File: config.mk
export PLATFORM = sky130hd
export DESIGN_NAME = synth_voice
export DESIGN_NICKNAME = d
export VERILOG_FILES = /design/src/rtl/synth_voice_pkg.sv /design/src/rtl/synth_voice_if.sv /design/src/rtl/synth_voice_adsr_envelope.sv /design/src/rtl/synth_voice.sv
export SDC_FILE = /design/constraint.sdc
export NUM_CORES = 1
export LEC_CHECK = 0
export BUFFER_PORTS_ARGS = -buffer_cell sky130_fd_sc_hd__clkbuf_2
export CAP_MARGIN = 20
export CORE_MARGIN = 10
export CORE_UTILIZATION = 56
export CTS_BUF_LIST = sky130_fd_sc_hd__clkbuf_16
export CTS_CLUSTER_DIAMETER = 50
export DETAILED_ROUTE_END_ITERATION = 6
export GPL_ROUTABILITY_DRIVEN = 0
export PLACE_DENSITY = 0.8
export SYNTH_ARGS = -nofsm -noshare
export SYNTH_HDL_FRONTEND = slang
export SYNTH_SLANG_ARGS = --single-unit
File: constraint.sdc
create_clock -name i_Clk -period 9.9 [get_ports i_Clk]
set_input_delay 1.485 -clock i_Clk [delete_from_list [all_inputs] [get_ports i_Clk]]
set_output_delay 1.485 -clock i_Clk [all_outputs]
set_load 0.05 [all_outputs]
File: src/rtl/synth_voice_pkg.sv
`default_nettype none
// ============================================================================
// Module      : synth_pkg
// Description : Shared types, constants and helpers for the synth_voice
//               oscillator / ADSR envelope slice.
// Revision    : 1.0 - initial release
// ============================================================================
package synth_pkg;

  typedef enum logic [2:0] {
    ENV_IDLE    = 3'd0,
    ENV_ATTACK  = 3'd1,
    ENV_DECAY   = 3'd2,
    ENV_SUSTAIN = 3'd3,
    ENV_RELEASE = 3'd4
  } env_state_t;

  localparam logic [1:0]  c_WAVE_SAW        = 2'd0;
  localparam logic [1:0]  c_WAVE_SQUARE     = 2'd1;
  localparam logic [1:0]  c_WAVE_TRIANGLE   = 2'd2;
  localparam logic [1:0]  c_WAVE_SILENCE    = 2'd3;

  localparam int          c_DEFAULT_DIVISOR = 512;
  localparam int          c_SAMPLE_W        = 16;
  localparam logic [15:0] c_ENV_MAX         = 16'hFFFF;

  // Unsigned add that clamps at full scale instead of wrapping.
  function automatic logic [15:0] sat_add(input logic [15:0] a, input logic [15:0] b);
    logic [16:0] sum;
    sum = {1'b0, a} + {1'b0, b};
    return sum[16] ? c_ENV_MAX : sum[15:0];
  endfunction

  // Unsigned subtract that clamps at zero instead of wrapping.
  function automatic logic [15:0] sat_sub(input logic [15:0] a, input logic [15:0] b);
    return (a > b) ? (a - b) : 16'h0000;
  endfunction

  // Raw waveform from the top 16 phase bits, full-scale signed.
  function automatic logic signed [15:0] wave_value(input logic [1:0] sel, input logic [15:0] p);
    logic [15:0]        ramp;
    logic signed [15:0] w;
    ramp = {p[14:0], 1'b0};
    w    = '0;
    case (sel)
      c_WAVE_SAW:      w = $signed(p - 16'h8000);
      c_WAVE_SQUARE:   w = p[15] ? 16'sh8000 : 16'sh7FFF;
      c_WAVE_TRIANGLE: w = p[15] ? $signed(16'h7FFF - ramp) : $signed(ramp - 16'h8000);
      default:         w = '0;
    endcase
    return w;
  endfunction

endpackage
`default_nettype wire

File: src/rtl/synth_voice_if.sv
`default_nettype none
// ============================================================================
// Module      : synth_voice_if
// Description : Control / status bundle between the voice datapath and the
//               ADSR envelope generator.
// Revision    : 1.0 - initial release
// ============================================================================
interface synth_voice_if;
  import synth_pkg::*;

  logic        tick;
  logic        gate;
  logic [15:0] attack_step;
  logic [15:0] decay_step;
  logic [15:0] sustain_level;
  logic [15:0] release_step;
  logic [15:0] env;
  env_state_t  state;

  modport master (
    output tick, gate, attack_step, decay_step, sustain_level, release_step,
    input  env, state
  );

  modport slave (
    input  tick, gate, attack_step, decay_step, sustain_level, release_step,
    output env, state
  );
endinterface
`default_nettype wire

File: src/rtl/synth_voice_adsr_envelope.sv
`default_nettype none
// ============================================================================
// Module      : adsr_envelope
// Description : Gate edge capture, ADSR state machine and saturating 16-bit
//               envelope register, advanced once per sample tick.
// Revision    : 1.0 - initial release
// ============================================================================
module adsr_envelope
  import synth_pkg::*;
(
  input  wire logic    i_Clk,
  input  wire logic    i_Rst_n,
  synth_voice_if.slave bus
);

  logic        gate_q, gate_d;
  logic        trig_q, trig_d;
  env_state_t  state_q, state_d;
  logic [15:0] env_q, env_d;
  logic        rise;
  logic        trig;
  logic [15:0] attack_env, decay_env, release_env;

  assign rise      = bus.gate & ~gate_q;
  assign trig      = trig_q | rise;
  assign bus.env   = env_q;
  assign bus.state = state_q;

  // State, envelope and edge-capture registers.
  always_ff @(posedge i_Clk or negedge i_Rst_n) begin
    if (!i_Rst_n) begin
      gate_q  <= 1'b0;
      trig_q  <= 1'b0;
      state_q <= ENV_IDLE;
      env_q   <= 16'h0000;
    end else begin
      gate_q  <= gate_d;
      trig_q  <= trig_d;
      state_q <= state_d;
      env_q   <= env_d;
    end
  end

  // Next envelope state; a trigger wins over everything, a dropped gate
  // beats the normal per-state progression and releases on the same tick.
  always_comb begin
    gate_d      = bus.gate;
    trig_d      = trig_q | rise;
    state_d     = state_q;
    env_d       = env_q;
    attack_env  = sat_add(env_q, bus.attack_step);
    decay_env   = sat_sub(env_q, bus.decay_step);
    release_env = sat_sub(env_q, bus.release_step);
    if (decay_env < bus.sustain_level) decay_env = bus.sustain_level;

    if (bus.tick) begin
      trig_d = 1'b0;
      if (trig) begin
        env_d   = attack_env;
        state_d = (attack_env == c_ENV_MAX) ? ENV_DECAY : ENV_ATTACK;
      end else begin
        case (state_q)
          ENV_IDLE: env_d = 16'h0000;
          ENV_ATTACK, ENV_DECAY, ENV_SUSTAIN: begin
            if (!bus.gate) begin
              env_d   = release_env;
              state_d = (release_env == 16'h0000) ? ENV_IDLE : ENV_RELEASE;
            end else if (state_q == ENV_ATTACK) begin
              env_d   = attack_env;
              state_d = (attack_env == c_ENV_MAX) ? ENV_DECAY : ENV_ATTACK;
            end else if (state_q == ENV_DECAY) begin
              env_d   = decay_env;
              state_d = (decay_env == bus.sustain_level) ? ENV_SUSTAIN : ENV_DECAY;
            end else begin
              env_d   = bus.sustain_level;
            end
          end
          ENV_RELEASE: begin
            env_d   = release_env;
            state_d = (release_env == 16'h0000) ? ENV_IDLE : ENV_RELEASE;
          end
          default: begin
            env_d   = 16'h0000;
            state_d = ENV_IDLE;
          end
        endcase
      end
    end
  end

endmodule
`default_nettype wire

File: src/rtl/synth_voice.sv
`default_nettype none
// ============================================================================
// Module      : synth_voice
// Description : Single voice: sample-rate counter, phase accumulator,
//               waveform select, envelope scaling and held stereo output.
// Revision    : 1.0 - initial release
// ============================================================================
module synth_voice
  import synth_pkg::*;
#(
  parameter int DIVISOR               = c_DEFAULT_DIVISOR,
  parameter int NUM_OF_AMPLITUDE_BITS = c_SAMPLE_W,
  parameter int PHASE_BITS            = 24
) (
  input  wire logic                              i_Clk,
  input  wire logic                              i_Rst_n,
  input  wire logic                              i_Gate,
  input  wire logic [PHASE_BITS-1:0]             i_Phase_Inc,
  input  wire logic [1:0]                        i_Wave_Sel,
  input  wire logic [15:0]                       i_Attack_Step,
  input  wire logic [15:0]                       i_Decay_Step,
  input  wire logic [15:0]                       i_Sustain_Level,
  input  wire logic [15:0]                       i_Release_Step,
  output logic signed [NUM_OF_AMPLITUDE_BITS-1:0] o_Sample_Left,
  output logic signed [NUM_OF_AMPLITUDE_BITS-1:0] o_Sample_Right,
  output logic                                   o_Sample_Valid,
  output logic [2:0]                             o_Env_State,
  output logic                                   o_Active
);

  localparam int CNT_W = (DIVISOR > 1) ? $clog2(DIVISOR) : 1;

  logic [CNT_W-1:0]                       count_q, count_d;
  logic [PHASE_BITS-1:0]                  phase_q, phase_d;
  logic [1:0]                             wave_sel_q, wave_sel_d;
  logic                                   tick_dly_q, tick_dly_d;
  logic                                   valid_q, valid_d;
  logic signed [NUM_OF_AMPLITUDE_BITS-1:0] sample_q, sample_d;
  logic                                   tick;
  logic signed [15:0]                     wave;
  logic signed [16:0]                     env_s;

  synth_voice_if env_bus ();

  assign tick                  = (count_q == CNT_W'(DIVISOR - 1));
  assign env_bus.tick          = tick;
  assign env_bus.gate          = i_Gate;
  assign env_bus.attack_step   = i_Attack_Step;
  assign env_bus.decay_step    = i_Decay_Step;
  assign env_bus.sustain_level = i_Sustain_Level;
  assign env_bus.release_step  = i_Release_Step;

  adsr_envelope u_envelope (
    .i_Clk   (i_Clk),
    .i_Rst_n (i_Rst_n),
    .bus     (env_bus)
  );

  // Wave and envelope are both the post-tick values, so this lines up with
  // the sample register load one cycle after the tick.
  assign wave  = wave_value(wave_sel_q, phase_q[PHASE_BITS-1 -: 16]);
  assign env_s = $signed({1'b0, env_bus.env});

  assign o_Sample_Left  = sample_q;
  assign o_Sample_Right = sample_q;
  assign o_Sample_Valid = valid_q;
  assign o_Env_State    = env_bus.state;
  assign o_Active       = (env_bus.state != ENV_IDLE);

  // Datapath registers: counter, phase, latched wave select, output stage.
  always_ff @(posedge i_Clk or negedge i_Rst_n) begin
    if (!i_Rst_n) begin
      count_q    <= '0;
      phase_q    <= '0;
      wave_sel_q <= c_WAVE_SAW;
      tick_dly_q <= 1'b0;
      valid_q    <= 1'b0;
      sample_q   <= '0;
    end else begin
      count_q    <= count_d;
      phase_q    <= phase_d;
      wave_sel_q <= wave_sel_d;
      tick_dly_q <= tick_dly_d;
      valid_q    <= valid_d;
      sample_q   <= sample_d;
    end
  end

  // Tick-gated updates; product bits [31:16] give a floor toward minus infinity.
  always_comb begin
    count_d    = tick ? '0 : count_q + CNT_W'(1);
    phase_d    = tick ? (phase_q + i_Phase_Inc) : phase_q;
    wave_sel_d = tick ? i_Wave_Sel : wave_sel_q;
    tick_dly_d = tick;
    valid_d    = tick_dly_q;
    sample_d   = sample_q;
    if (tick_dly_q) begin
      sample_d = NUM_OF_AMPLITUDE_BITS'((33'(wave) * 33'(env_s)) >>> 16);
    end
  end

endmodule
`default_nettype wire

# Word-level counts from Yosys, hierarchy flattened
# Index checks and enable logic that the tools add are counted.
# classes
bitwise_logic	3
n_mul	1
reduce_logical	6
order_cmp	3
mux	22
eq_ne	11
add_sub_neg	8
# ops
cell	n
16-bit two-way mux	10
16-bit one-hot mux with 3 select lines	1
16-bit > comparator	2
16-bit by 17-bit multiplier with 32-bit output	1
16-bit one-hot mux with 2 select lines	1
16-bit subtractor	2
16-bit subtractor, second input constant	2
24-bit adder	1
16-bit by 16-bit adder with 17-bit output	1
16-bit equality test	1
16-bit equality test, second input constant	1
16-bit logical NOT	1
16-bit < comparator	1
15-bit by 16-bit subtractor with 16-bit output, first input constant	1
3-bit two-way mux	5
9-bit by 1-bit adder with 9-bit output, second input constant	1
9-bit equality test, second input constant	1
9-bit two-way mux	1
3-bit one-hot mux with 3 select lines	1
3-bit by 2-bit equality test with 1-bit output, second input constant	2
5-bit by 2-bit != test with 1-bit output, second input constant	1
3-bit by 1-bit equality test with 1-bit output, second input constant	1
3-bit equality test, second input constant	1
3-bit logical NOT	1
other kinds (12)	13
# word_totals
reg_bits	74
wordCells	64
inputBits	93
output_inout_bits	37

# Logic depth before layout (Yosys ltp)
# depth
ltp_word	11
mapped_depth	30
ltp_nobuf	27

# Cells and area by module
# Synthesis repeated with hierarchy kept, for this count alone.
# unflattened
hier_cells	2018
hier_area_um2	16978.8
# by_module_without_submodules
mod	seq_area_each_um2	cells_per_inst	instances	area_each_um2
synth_voice	1326.3	1332	1	11971.5
adsr_envelope	525.5	686	1	5007.3

# Worst setup path after synthesis
# No wires, ideal clock.
# synth_path
path_type	register to register
startpoint	reg wave_sel_q[1]
endpoint	reg sample_q[8], in the netlist o_Sample_Left[8]
period_less_slack_ps	7334
stages_incl_launch_ff	26
required_ps	9775
path_slack_ps	2566
n_path_buf	3
arrival_time_ps	7210
setup_time_ps	125
path_cell_list	dfrtp_1 clkbuf_1 inv_1 nor2_1 clkbuf_1 a21oi_1 o22ai_1 clkbuf_1 nand2_1 fa_1 fa_1 fa_1 fa_1 inv_1 fa_1 fa_1 ha_1 a211o_1 or4_1 o211ai_2 a21oi_2 o31a_1 a21o_1 a21oi_2 xnor2_1 mux2_2
# synth_between
elab_chain_cells	3
word_cells_on_any_way	5
cone_classes	1 x mul; 2 x eq/ne; 1 x mux; 1 x reduce/logical
# synth_rtl
element	line	text
start, declared	synth_voice.sv:35	logic [1:0] wave_sel_q, wave_sel_d;
start signal, assigned	synth_voice.sv:75	wave_sel_q <= c_WAVE_SAW;
start signal, assigned	synth_voice.sv:82	wave_sel_q <= wave_sel_d;
2-bit equality test (tied with other cells)	synth_voice_pkg.sv:45	case (sel)
16-bit one-hot mux with 3 select lines *	synth_voice_pkg.sv:45	
16-bit by 17-bit multiplier with 32-bit output *	synth_voice.sv:98	sample_d = NUM_OF_AMPLITUDE_BITS'((33'(wave) * 33'(env_s)) >>> 16);
end signal, assigned	synth_voice.sv:85	sample_q <= sample_d;
end, declared	synth_voice.sv:38	logic signed [NUM_OF_AMPLITUDE_BITS-1:0] sample_q, sample_d;
# Mark *: on every way between the ends. The rest lies on a longest branch, timed or not.
# A chain may end at the register's enable or synchronous reset.

# Final worst setup path
# layout_path
startpoint	reg phase_q[23]
endpoint	reg sample_q[11], in the netlist o_Sample_Left[11]
# layout_between
elab_chain_cells	3
word_cells_on_any_way	5
cone_classes	1 x add/sub; 1 x mul; 3 x mux
# layout_rtl
element	line	text
start, declared	synth_voice.sv:34	logic [PHASE_BITS-1:0] phase_q, phase_d;
start signal, assigned	synth_voice.sv:81	phase_q <= phase_d;
16-bit subtractor (tied with other cells)	synth_voice_pkg.sv:46	c_WAVE_SAW: w = $signed(p - 16'h8000);
16-bit one-hot mux with 3 select lines *	synth_voice_pkg.sv:45	
16-bit by 17-bit multiplier with 32-bit output *	synth_voice.sv:98	
# Marked as above.

==> flow_metrics.py <==
metrics = {
    "cells_and_area": {
        "final_common_cell": "sky130_fd_sc_hd__inv_1",
        "syn2layout_area_growth_pct": 7.38,
        "sequential_cell_area_um2": 1850,
        "multi_input_combinational_cell_area_um2": 13100,
        "drive_gt1_share_pct": 11.0,
        "most-common-layout-cells": "sky130_fd_sc_hd__inv_1, sky130_fd_sc_hd__ha_1, sky130_fd_sc_hd__fa_1",
        "final_util_pct": 61.4,
        "antenna_cells": 0,
        "layout.filler_cells": 2459,
        "stdcell_area_um2": 17800,
        "nNetsFinal": 2544,
        "layoutNonFillerInstCount": 2441,
    },
    "logic_synthesis": {
        "syn_area_per_cell_um2": 8.37,
        "ys_ff_latch": 74,
        "synth_area_leaders": "sky130_fd_sc_hd__fa_1, sky130_fd_sc_hd__ha_1, sky130_fd_sc_hd__dfrtp_1, sky130_fd_sc_hd__inv_1, sky130_fd_sc_hd__nand2_1",
        "synth_async_sr_flop_share_pct": 100,
        "area_share_of_the_largest_cell_type_after_synthesis_pct": 23.8,
        "synth_edf_count": 0,
        "synth_nets": 2470,
        "syn-instance-count": 1978,
        "mappedNetlistArea_um2": 16600,
        "number_of_distinct_library_cells_after_synthesis": 86,
        "synth_ff_type": "sky130_fd_sc_hd__dfrtp_1",
        "seq_area_frac_synth_pct": 11.2,
        "synth_warnings": 0,
        "synth_largest_area_cell": "sky130_fd_sc_hd__fa_1",
    },
    "pwr": {
        "p_int_w": 0.000693,
        "power-per-cell-area_nw_per_um2": 59.8,
        "part_of_the_power_in_the_clock_network_pct": 34.1,
        "sw_frac_of_total_pct": 34.7,
        "p_seq_share_pct": 28.6,
        "p_leak_nw": 9.11,
        "worst_ir_drop_vdd_mv": 0.0815,
        "combinationalPowerShare_pct": 37.3,
        "switchingPower_w": 0.000369,
    },
    "routing": {
        "route.detailed.vias_per_inst": 6.00,
        "wl_per_cell_um": 18.9,
        "firstDrtPassIters": 6,
        "detail_route.iter0.violations": 1375,
        "ant_nets": 0,
        "vias": 14700,
        "finalWirelength_um": 46000,
        "remaining_drc_errors": 0,
    },
    "critical_path": {
        "critical_path.max_fanout": 21,
        "critical-path-top-delay-family": "adder cells",
        "slowest_stage_cell_cp": "sky130_fd_sc_hd__dfrtp_1",
        "critical_path.max_stage_delay_ns": 0.76,
        "crit_path_buf_inv_count": 1,
        "timing.critical_path.cells": "nand2_1, o31ai_1, or2_0, nand2_1, fa_1, fa_1, fa_1, fa_1, inv_1, fa_1, fa_1, ha_1, a211o_1, or4_1, o211ai_2, a21oi_2, o31ai_1, nor2b_1, or3_1, a41o_1",
        "cp_data_arrival_time_ns": 8.67,
        "crit_path_end_kind": "flop",
        "cell_repeated_most_along_the_worst_path": "sky130_fd_sc_hd__fa_1",
        "timing.critical_path.required_ns": 10.14,
        "worstSetupPathType": "reg -> reg",
        "type_of_element_launching_the_critical_path": "flop",
    },
    "sta": {
        "timing.final.ws_setup_ns": 1.47,
        "timing.final.crit_period_ns": 8.43,
        "finalSetupViolCount": 0,
        "worstMarginPinSlew_ns": 1.06,
        "slew_headroom_pct": 29.2,
        "fin_tns_setup_ns": 0,
        "final-hold-violation-count": 0,
        "rsz0062_at_grt": "no",
        "maximum_frequency_from_static_timing_analysis_mhz": 119,
        "final_min_period_over_clock_period_pct": 85.1,
        "finClkSkew_ns": 0.0153,
        "report.final.slew_viol_count": 0,
    },
    "cts": {
        "clock-root-buffer": "sky130_fd_sc_hd__clkbuf_16",
        "post_cts_hold_buffer_count": 0,
        "tritoncts": "done",
        "clock_path_buffers": 2,
        "cts.htree.levels": 3,
        "cts_sinks": 74,
        "cts.reportedPaths.clkPinSlew_ns": 0.06,
        "cts_inserted_buffers": 9,
        "clk-insertion-delay-late_ns": 0.36,
        "cts_resized": 0,
        "post_cts.repair.setup_buffers": 0,
    },
    "floorplanning": {
        "initial_utilization_pct": 57.2,
        "die_height_um": 192,
        "die_area_um2": 36800,
        "io-pin-count": 130,
        "die_w_um": 192,
        "fp-row-count": 62,
        "core_area_um2": 28900,
    },
    "grt": {
        "grt_usage_pct": 25.5,
        "first_global_vias": 15400,
        "grt_antenna_before_repair": 0,
        "grt_pass1_wl_um": 75900,
        "grt_overflow_total": 0,
        "grt_start_max_net_pins": 75,
    },
    "flow_run": {
        "drv_cap": 0,
    },
    "placement": {
        "dpl_cell_area_um2": 17400,
        "port_buffers": 129,
        "place.detailed.hpwl_um": 36200,
        "pre_cts_slack_ns": 1.65,
        "place_inst": 2424,
    },
    "worst_hold_path": {
        "hp-class": "reg -> reg",
    },
    "run_status": {
        "outcome": "completed",
    },
}
[Yosys cell counts, drive strengths merged (4+ instances only)]
library cell	count
inv	317
ha	202
fa	197
nand2	176
nor2	126
a21oi	117
and2	87
dfrtp	74
o21ai	69
xnor2	58
clkbuf	57
nor2b	56
a21o	32
buf	30
mux2	29
nor3	29
xor2	23
nand2b	21
nand3	21
nand4	20
o21a	20
o22ai	16
a31oi	15
o31ai	15
or2	13
a211oi	12
and3	11
a311oi	9
or3	8
a221oi	7
nor3b	7
o211a	7
o211ai	6
o21bai	6
o41ai	6
mux2i	5
nand3b	5
nor4	5
o31a	5
a2111oi	4
a31o	4
o221ai	4
o22a	4
o311ai	4
[registers in the layout, summed over array words and instances, names as in the netlist, 2 cells and up]
name / flops
u_envelope.bus.state: 3
count_q: 9
wave_sel_q: 2
o_Sample_Left: 16
u_envelope.bus.env: 16
phase_q: 24
[worst paths after layout]
path,start,endpoint,slack [ns],cells past startpoint
hold reg to reg,count_q[0]$_DFF_PN0_,count_q[0]$_DFF_PN0_,0.46,1
max in group asynchronous,i_Rst_n,o_Sample_Left[5]$_DFFE_PN0P_,8.32,2
setup reg to reg,phase_q[23]$_DFFE_PN0P_,o_Sample_Left[11]$_DFFE_PN0P_,1.47,20
min in group asynchronous,i_Rst_n,u_envelope.gate_q$_DFF_PN0_,0.96,1
hold / removal,count_q[0]$_DFF_PN0_,count_q[0]$_DFF_PN0_,0.46,1
setup / recovery,phase_q[23]$_DFFE_PN0P_,o_Sample_Left[11]$_DFFE_PN0P_,1.47,20
[stage by stage]
step	total power [W]	hold WS [ns]
2_1_floorplan	0.000592	0.352
3_3_place_gp	0.000685	0.446
3_5_place_dp	0.000695	0.454
4_1_cts	0.00106	0.463
5_1_grt	0.00113	0.489
6_report	0.00106	0.459
[routing by layer]
metal | up-vias | routed length, um | track usage, %
met5 | - | 0 | 0
met4 | 0 | 2350 | 13.3
met3 | 181 | 4160 | 5.01
met2 | 702 | 21900 | 42.8
met1 | 7067 | 17600 | 30.5
li1 | 6701 | - | -
[worst reg2reg max path, stage by stage, from the launching register on]
cell and delay, ns:
sky130_fd_sc_hd__dfrtp_1 0.76, sky130_fd_sc_hd__nand2_1 0.47, sky130_fd_sc_hd__o31ai_1 0.45, sky130_fd_sc_hd__or2_0 0.74, sky130_fd_sc_hd__nand2_1 0.18, sky130_fd_sc_hd__fa_1 0.54
sky130_fd_sc_hd__fa_1 0.58, sky130_fd_sc_hd__fa_1 0.46, sky130_fd_sc_hd__fa_1 0.54, sky130_fd_sc_hd__inv_1 0.05, sky130_fd_sc_hd__fa_1 0.49, sky130_fd_sc_hd__fa_1 0.42
sky130_fd_sc_hd__ha_1 0.30, sky130_fd_sc_hd__a211o_1 0.28, sky130_fd_sc_hd__or4_1 0.47, sky130_fd_sc_hd__o211ai_2 0.24, sky130_fd_sc_hd__a21oi_2 0.15, sky130_fd_sc_hd__o31ai_1 0.50
sky130_fd_sc_hd__nor2b_1 0.10, sky130_fd_sc_hd__or3_1 0.36, sky130_fd_sc_hd__a41o_1 0.24
[final cells by class]
class	count	area share, %
inverter	318	6.71
tap	384	2.70
multi-input combinational	1499	73.7
timing repair buffer	150	4.65
clock inverter	7	0.521
sequential	74	10.4
clock buffer	9	1.27
[cell families after synthesis]
group,share of synthesized area (%)
simple gates,17.9
buf+inv,9.66
fa+ha+maj,39.1
compound gates,15.6
xor+xnor,4.29
flops,11.2
mux,2.27
[power by group through the flow]
stage / registers (W) / logic, W / clock network [W]
after floorplan: 0.000309 / 0.000283 / 0
after global placement: 0.000309 / 0.000375 / 0
after detailed placement: 0.000309 / 0.000385 / 0
after CTS: 0.000304 / 0.000391 / 0.000366
after global routing: 0.000304 / 0.000445 / 0.000378
final: 0.000304 / 0.000396 / 0.000362
Note: power is estimated with default switching activity, not from simulation.
